## config.mk

```make
export PLATFORM = sky130hd
export DESIGN_NAME = add_nibble_seq
export DESIGN_NICKNAME = d
export VERILOG_FILES = /design/src/rtl/add_nibble_seq_pkg.sv /design/src/rtl/add_nibble_seq_cell.sv /design/src/rtl/add_nibble_seq.sv
export SDC_FILE = /design/constraint.sdc
export NUM_CORES = 1
export LEC_CHECK = 0
export CORE_MARGIN = 8
export CORE_UTILIZATION = 48
export CTS_CLUSTER_SIZE = 28
export DETAILED_ROUTE_END_ITERATION = 16
export PLACE_DENSITY = 0.73
export RECOVER_POWER = 50
export SLEW_MARGIN = 5
export SYNTH_ARGS = -nofsm -noshare
export SYNTH_HDL_FRONTEND = slang
export SYNTH_HIERARCHICAL = 1
export SYNTH_SLANG_ARGS = --single-unit
```

## constraint.sdc

```tcl
create_clock -name clk -period 3.2 [get_ports clk]
set_clock_uncertainty 0.05 [all_clocks]
set_input_delay 0.48 -clock clk [delete_from_list [all_inputs] [get_ports clk]]
set_output_delay 0.48 -clock clk [all_outputs]
set_load 0.05 [all_outputs]
```

## src/rtl/add_nibble_seq_pkg.sv

```systemverilog
// Shared definitions for the nibble-serial adder: nibble width, FSM state
// encoding and the index-width helper.
package add_seq_pkg;

    localparam int unsigned NIB_W = 4;

    typedef enum logic [1:0] {
        ST_IDLE = 2'd0,
        ST_RUN  = 2'd1,
        ST_DONE = 2'd2
    } state_e;

    // Width needed to index n nibbles; never less than one bit.
    function automatic int unsigned clog2(input int unsigned n);
        int unsigned r;
        r = 0;
        for (int unsigned v = 1; v < n; v = v << 1) begin
            r = r + 1;
        end
        return (r == 0) ? 1 : r;
    endfunction

endpackage

```

## src/rtl/add_nibble_seq_cell.sv

```systemverilog
// 4-bit ripple-carry adder cell; also exposes the carry into its top bit so
// the caller can derive signed overflow.
module add_nibble_cell
    import add_seq_pkg::*;
(
    input  logic [NIB_W-1:0] a,
    input  logic [NIB_W-1:0] b,
    input  logic             c_in,
    output logic [NIB_W-1:0] sum,
    output logic             c_out,
    output logic             c_msb_in
);

    always_comb begin
        logic [NIB_W:0] c;
        c        = '0;
        c[0]     = c_in;
        sum      = '0;
        for (int unsigned i = 0; i < NIB_W; i++) begin
            sum[i]   = a[i] ^ b[i] ^ c[i];
            c[i+1]   = (a[i] & b[i]) | (c[i] & (a[i] ^ b[i]));
        end
        c_out    = c[NIB_W];
        c_msb_in = c[NIB_W-1];
    end

endmodule

```

## src/rtl/add_nibble_seq.sv

```systemverilog
// Multi-cycle wide adder: one nibble per clock through a single adder cell,
// with valid/ready handshakes on the operand and result sides.
module add_nibble_seq
    import add_seq_pkg::*;
#(
    parameter int unsigned N_NIBBLES = 4
) (
    input  logic                         clk,
    input  logic                         rst_n,
    input  logic                         start_valid,
    output logic                         start_ready,
    input  logic [NIB_W*N_NIBBLES-1:0]   a,
    input  logic [NIB_W*N_NIBBLES-1:0]   b,
    input  logic                         c_in,
    output logic                         res_valid,
    input  logic                         res_ready,
    output logic [NIB_W*N_NIBBLES-1:0]   sum,
    output logic                         c_out,
    output logic                         ovf,
    output logic                         busy
);

    localparam int unsigned IW = clog2(N_NIBBLES);
    localparam logic [IW-1:0] IDX_LAST = IW'(N_NIBBLES - 1);

    state_e                              state_q;
    logic [IW-1:0]                       idx_q;
    logic                                carry_q;
    logic [N_NIBBLES-1:0][NIB_W-1:0]     a_q;
    logic [N_NIBBLES-1:0][NIB_W-1:0]     b_q;
    logic [N_NIBBLES-1:0][NIB_W-1:0]     acc_q;
    logic [N_NIBBLES-1:0][NIB_W-1:0]     acc_d;
    logic [N_NIBBLES-1:0][NIB_W-1:0]     sum_q;
    logic                                c_out_q;
    logic                                ovf_q;
    logic                                res_valid_q;
    logic                                busy_q;

    logic [NIB_W-1:0]                    cell_sum;
    logic                                cell_co;
    logic                                cell_cmsb;
    logic                                accept;

    add_nibble_cell u_cell (
        .a        (a_q[idx_q]),
        .b        (b_q[idx_q]),
        .c_in     (carry_q),
        .sum      (cell_sum),
        .c_out    (cell_co),
        .c_msb_in (cell_cmsb)
    );

    assign start_ready = (state_q == ST_IDLE) | ((state_q == ST_DONE) & res_ready);
    assign accept      = start_valid & start_ready;

    // Partial sums live in acc_q; the visible sum is only loaded when the
    // last nibble completes, so it never shows a partial result.
    always_comb begin
        acc_d        = acc_q;
        acc_d[idx_q] = cell_sum;
    end

    always_ff @(posedge clk or negedge rst_n) begin
        if (!rst_n) begin
            state_q     <= ST_IDLE;
            idx_q       <= '0;
            carry_q     <= 1'b0;
            a_q         <= '0;
            b_q         <= '0;
            acc_q       <= '0;
            sum_q       <= '0;
            c_out_q     <= 1'b0;
            ovf_q       <= 1'b0;
            res_valid_q <= 1'b0;
            busy_q      <= 1'b0;
        end else if (accept) begin
            a_q         <= a;
            b_q         <= b;
            carry_q     <= c_in;
            acc_q       <= '0;
            idx_q       <= '0;
            res_valid_q <= 1'b0;
            busy_q      <= 1'b1;
            state_q     <= ST_RUN;
        end else begin
            case (state_q)
                ST_IDLE: ;
                ST_RUN: begin
                    acc_q   <= acc_d;
                    carry_q <= cell_co;
                    if (idx_q == IDX_LAST) begin
                        idx_q       <= '0;
                        sum_q       <= acc_d;
                        c_out_q     <= cell_co;
                        ovf_q       <= cell_cmsb ^ cell_co;
                        res_valid_q <= 1'b1;
                        busy_q      <= 1'b0;
                        state_q     <= ST_DONE;
                    end else begin
                        idx_q <= idx_q + IW'(1);
                    end
                end
                ST_DONE: begin
                    if (res_ready) begin
                        res_valid_q <= 1'b0;
                        state_q     <= ST_IDLE;
                    end
                end
                default: state_q <= ST_IDLE;
            endcase
        end
    end

    assign sum       = sum_q;
    assign c_out     = c_out_q;
    assign ovf       = ovf_q;
    assign res_valid = res_valid_q;
    assign busy      = busy_q;

endmodule

```

==> results.py <==
metrics = {
    "clock_network": {
        "cts_buffer_depth": 2,
        "clkSinkCount": 69,
        "clk-insertion-delay-late_ps": 340,
        "htree_levels": 3,
        "root_buffer": "clkbuf_8",
        "cts.reportedPaths.clkPinSlew_ps": 70,
        "cts_buffers": 9,
        "cts_tree": "done",
    },
    "final_layout": {
        "num-nets-final": 381,
        "drive_above_1_share_pct": 17.7,
        "final_cells": 435,
        "finalInstanceArea_sq_um": 4170,
        "postLayoutCoreUtil_pct": 61.0,
        "areaGrowthSynthToFinish_pct": 22.2,
        "antenna_cells": 0,
    },
    "drt": {
        "vias": 2239,
        "wl_um": 7170,
        "viasPerCell": 5.15,
        "drc": 0,
        "dr.pass1.iters": 4,
        "initialDrtViolationCount": 80,
        "routed.top_layer": "met4",
        "wl_met2_um": 3430,
        "ant_nets": 0,
        "routed-wl-met3_um": 321,
        "routedWlPerCell_um": 16.5,
        "wl_met1_um": 3330,
    },
    "synthesis": {
        "synth_seq_cells": 69,
        "yosysMostFrequentCell": "dfrtp_1",
        "syn_nets": 324,
        "syn_inst": 279,
        "synthFlopType": "dfrtp_1",
        "synth_edf_count": 0,
        "muxShareOfSynthArea_pct": 19.0,
        "synth_top_family_by_area": "multiplexers",
        "synth_xor_area_share_pct": 0.257,
        "async_flop_share_pct": 100,
        "synthTopCellsByCount": "dfrtp_1, nand2_1, o21ai_0",
        "synth.largest_area_cell": "dfrtp_1",
        "netlist_area_sq_um": 3410,
        "ys_types": 33,
        "yosys.area_share.simple_pct": 12.6,
        "ys_seq_area_share_pct": 50.6,
        "postSynthAreaPerCell_sq_um": 12.2,
        "synth_top_cell_area_share_pct": 50.6,
        "yosys_warnings": 6,
        "synth-adder-area-share_pct": 3.82,
        "synth_area_leaders": "dfrtp_1, mux2_4, nand2_1",
        "synth_compound_area_share_pct": 8.40,
    },
    "grt": {
        "grt_pass1_wl_um": 12200,
        "grt_pass1_vias": 2387,
        "grt_max_degree": 52,
        "antenna_found_initial": 0,
        "grt_overflow_total": 0,
        "grtUsageTotal_pct": 15.6,
    },
    "worst_setup_path": {
        "cp-startpoint": "idx_q[0]$_DFFE_PN0P_",
        "crit_end": "acc_q[3]$_DFFE_PN0P_",
        "worstPathArrival_ps": 3170,
        "path_class": "reg -> reg",
        "critPathRequiredTime_ps": 3380,
        "critPathLaunchType": "flop",
        "rr_endpoint": "acc_q[3]$_DFFE_PN0P_",
        "reg2regPathDepth": 10,
        "crit_path_max_fanout": 6,
        "cp-end-kind": "flop",
        "r2r_start": "idx_q[0]$_DFFE_PN0P_",
        "reg2reg_setup_slack_ps": 210,
    },
    "floorplanning": {
        "ios": 58,
        "start_util_pct": 49.9,
        "die_y_um": 100,
        "die_x_um": 100,
        "core_area_sq_um": 6830,
        "die_area_sq_um": 10100,
        "rows": 30,
    },
    "timing": {
        "fin_tns_setup_ps": 0,
        "slew_viol_final": 0,
        "hold_violations": 0,
        "timing.fmax_ghz": 0.335,
        "setup_viol": 0,
        "timing.slew.headroom_pct": 16.4,
        "rsz0062_at_grt": "false",
        "tightest_slew_ps": 1250,
        "layout_worst_path_cycle_share_pct": 93.4,
        "period_minus_slack_ps": 2990,
        "setup_slack_ps": 211,
        "hold_slack_ps": 345,
    },
    "pwr": {
        "power.density_nw_per_um2": 1180,
        "total_power_mw": 4.92,
        "ir_drop_uv": 562,
        "leakage_nw": 1.93,
    },
    "hold_path": {
        "hold_path_class": "in -> async",
    },
    "placement": {
        "hpwlAfterDp_um": 5300,
        "dp_cells": 421,
        "post_dp_cell_area_sq_um": 4000,
        "dp_slack_ps": 128,
        "place_congestion": 0.795,
        "placement.io_buffers": 57,
    },
    "outcome": {
        "outcome": "completed",
    },
    "job": {
        "timing.max_cap.violations": 0,
    },
}
-- flip-flops by register name (all words and copies together) (netlist names) --
signal     count
ovf            1
res_valid      1
a_q           16
carry_q        1
sum           16
acc_q         12
c_out          1
b_q           16
state_q        2
busy           1
idx_q          2
-- cell families after synthesis --
| logic type | after synthesis |
|---|---|
| compound gates | 47 |
| xor+xnor | 1 |
| fa+ha+maj | 8 |
| buf+inv | 28 |
| flops | 69 |
| mux | 41 |
| simple gates | 85 |
-- final cells by class --
type                            instances  area (sq um)
Inverter                               11          41.3
Tap cell                               96           120
Multi-Input combinational cell        182          1500
Fill cell                             587          2670
Sequential cell                        69          1730
Clock inverter                          2          35.0
Clock buffer                           12           145
Timing Repair Buffer                   63           593
-- layout by cell type, fill, tap and decap left out, types with 2 or more instances in the layout --
cell             count
inv_1               11
nor2b_1             13
mux2_4              26
mux4_2               8
ha_1                 4
and2_1              12
o21ai_0             28
buf_4                3
clkbuf_8            10
dfrtp_1             68
o211ai_1            12
o31ai_1              2
nand2_1             51
fa_1                 4
clkdlybuf4s50_1     50
mux2_2               7
dlygate4sd3_1        5
clkbuf_1             6
nand2b_1             2
-- power breakdown --
group / switching (mW) / internal (mW) / leakage, nW
logic: 1.49 / 1.20 / 0.989
clock network: 0.312 / 0.372 / 0.0923
registers: 0.265 / 1.29 / 0.847
-- metal layers --
metal,global-route usage (%),vias to the layer above
met5,0,-
met4,6.28,0
met3,4.08,7
met2,23.4,52
met1,20.8,1115
li1,-,1065
-- how the worst min path moves through the flow --
stage	end	slack, ps	depth (start not counted)
after floorplan	a_q[0]$_DFFE_PN0P_	130	0
after global placement	sum[9]$_DFFE_PN0P_	400	2
after detailed placement	sum[1]$_DFFE_PN0P_	410	2
after CTS	sum[1]$_DFFE_PN0P_	340	1
after global routing	sum[1]$_DFFE_PN0P_	440	1
final	sum[1]$_DFFE_PN0P_	350	1
-- critical path, cell delays in order, from the launching register on --
cell     delay (ps)
dfrtp_2         460
buf_4           170
mux4_2          320
inv_1            50
fa_1            430
fa_1            370
inv_1           110
fa_1            470
and2_1          180
o21ai_0         180
nand2_1          80
-- what timing repair did --
action                                  CTS  global route
endpoints found under the setup margin    0             3
hold buffers                              0             0
setup buffers                             0             0
resized for setup                         0             1
No activity file was read; power rests on OpenSTA's default activity.
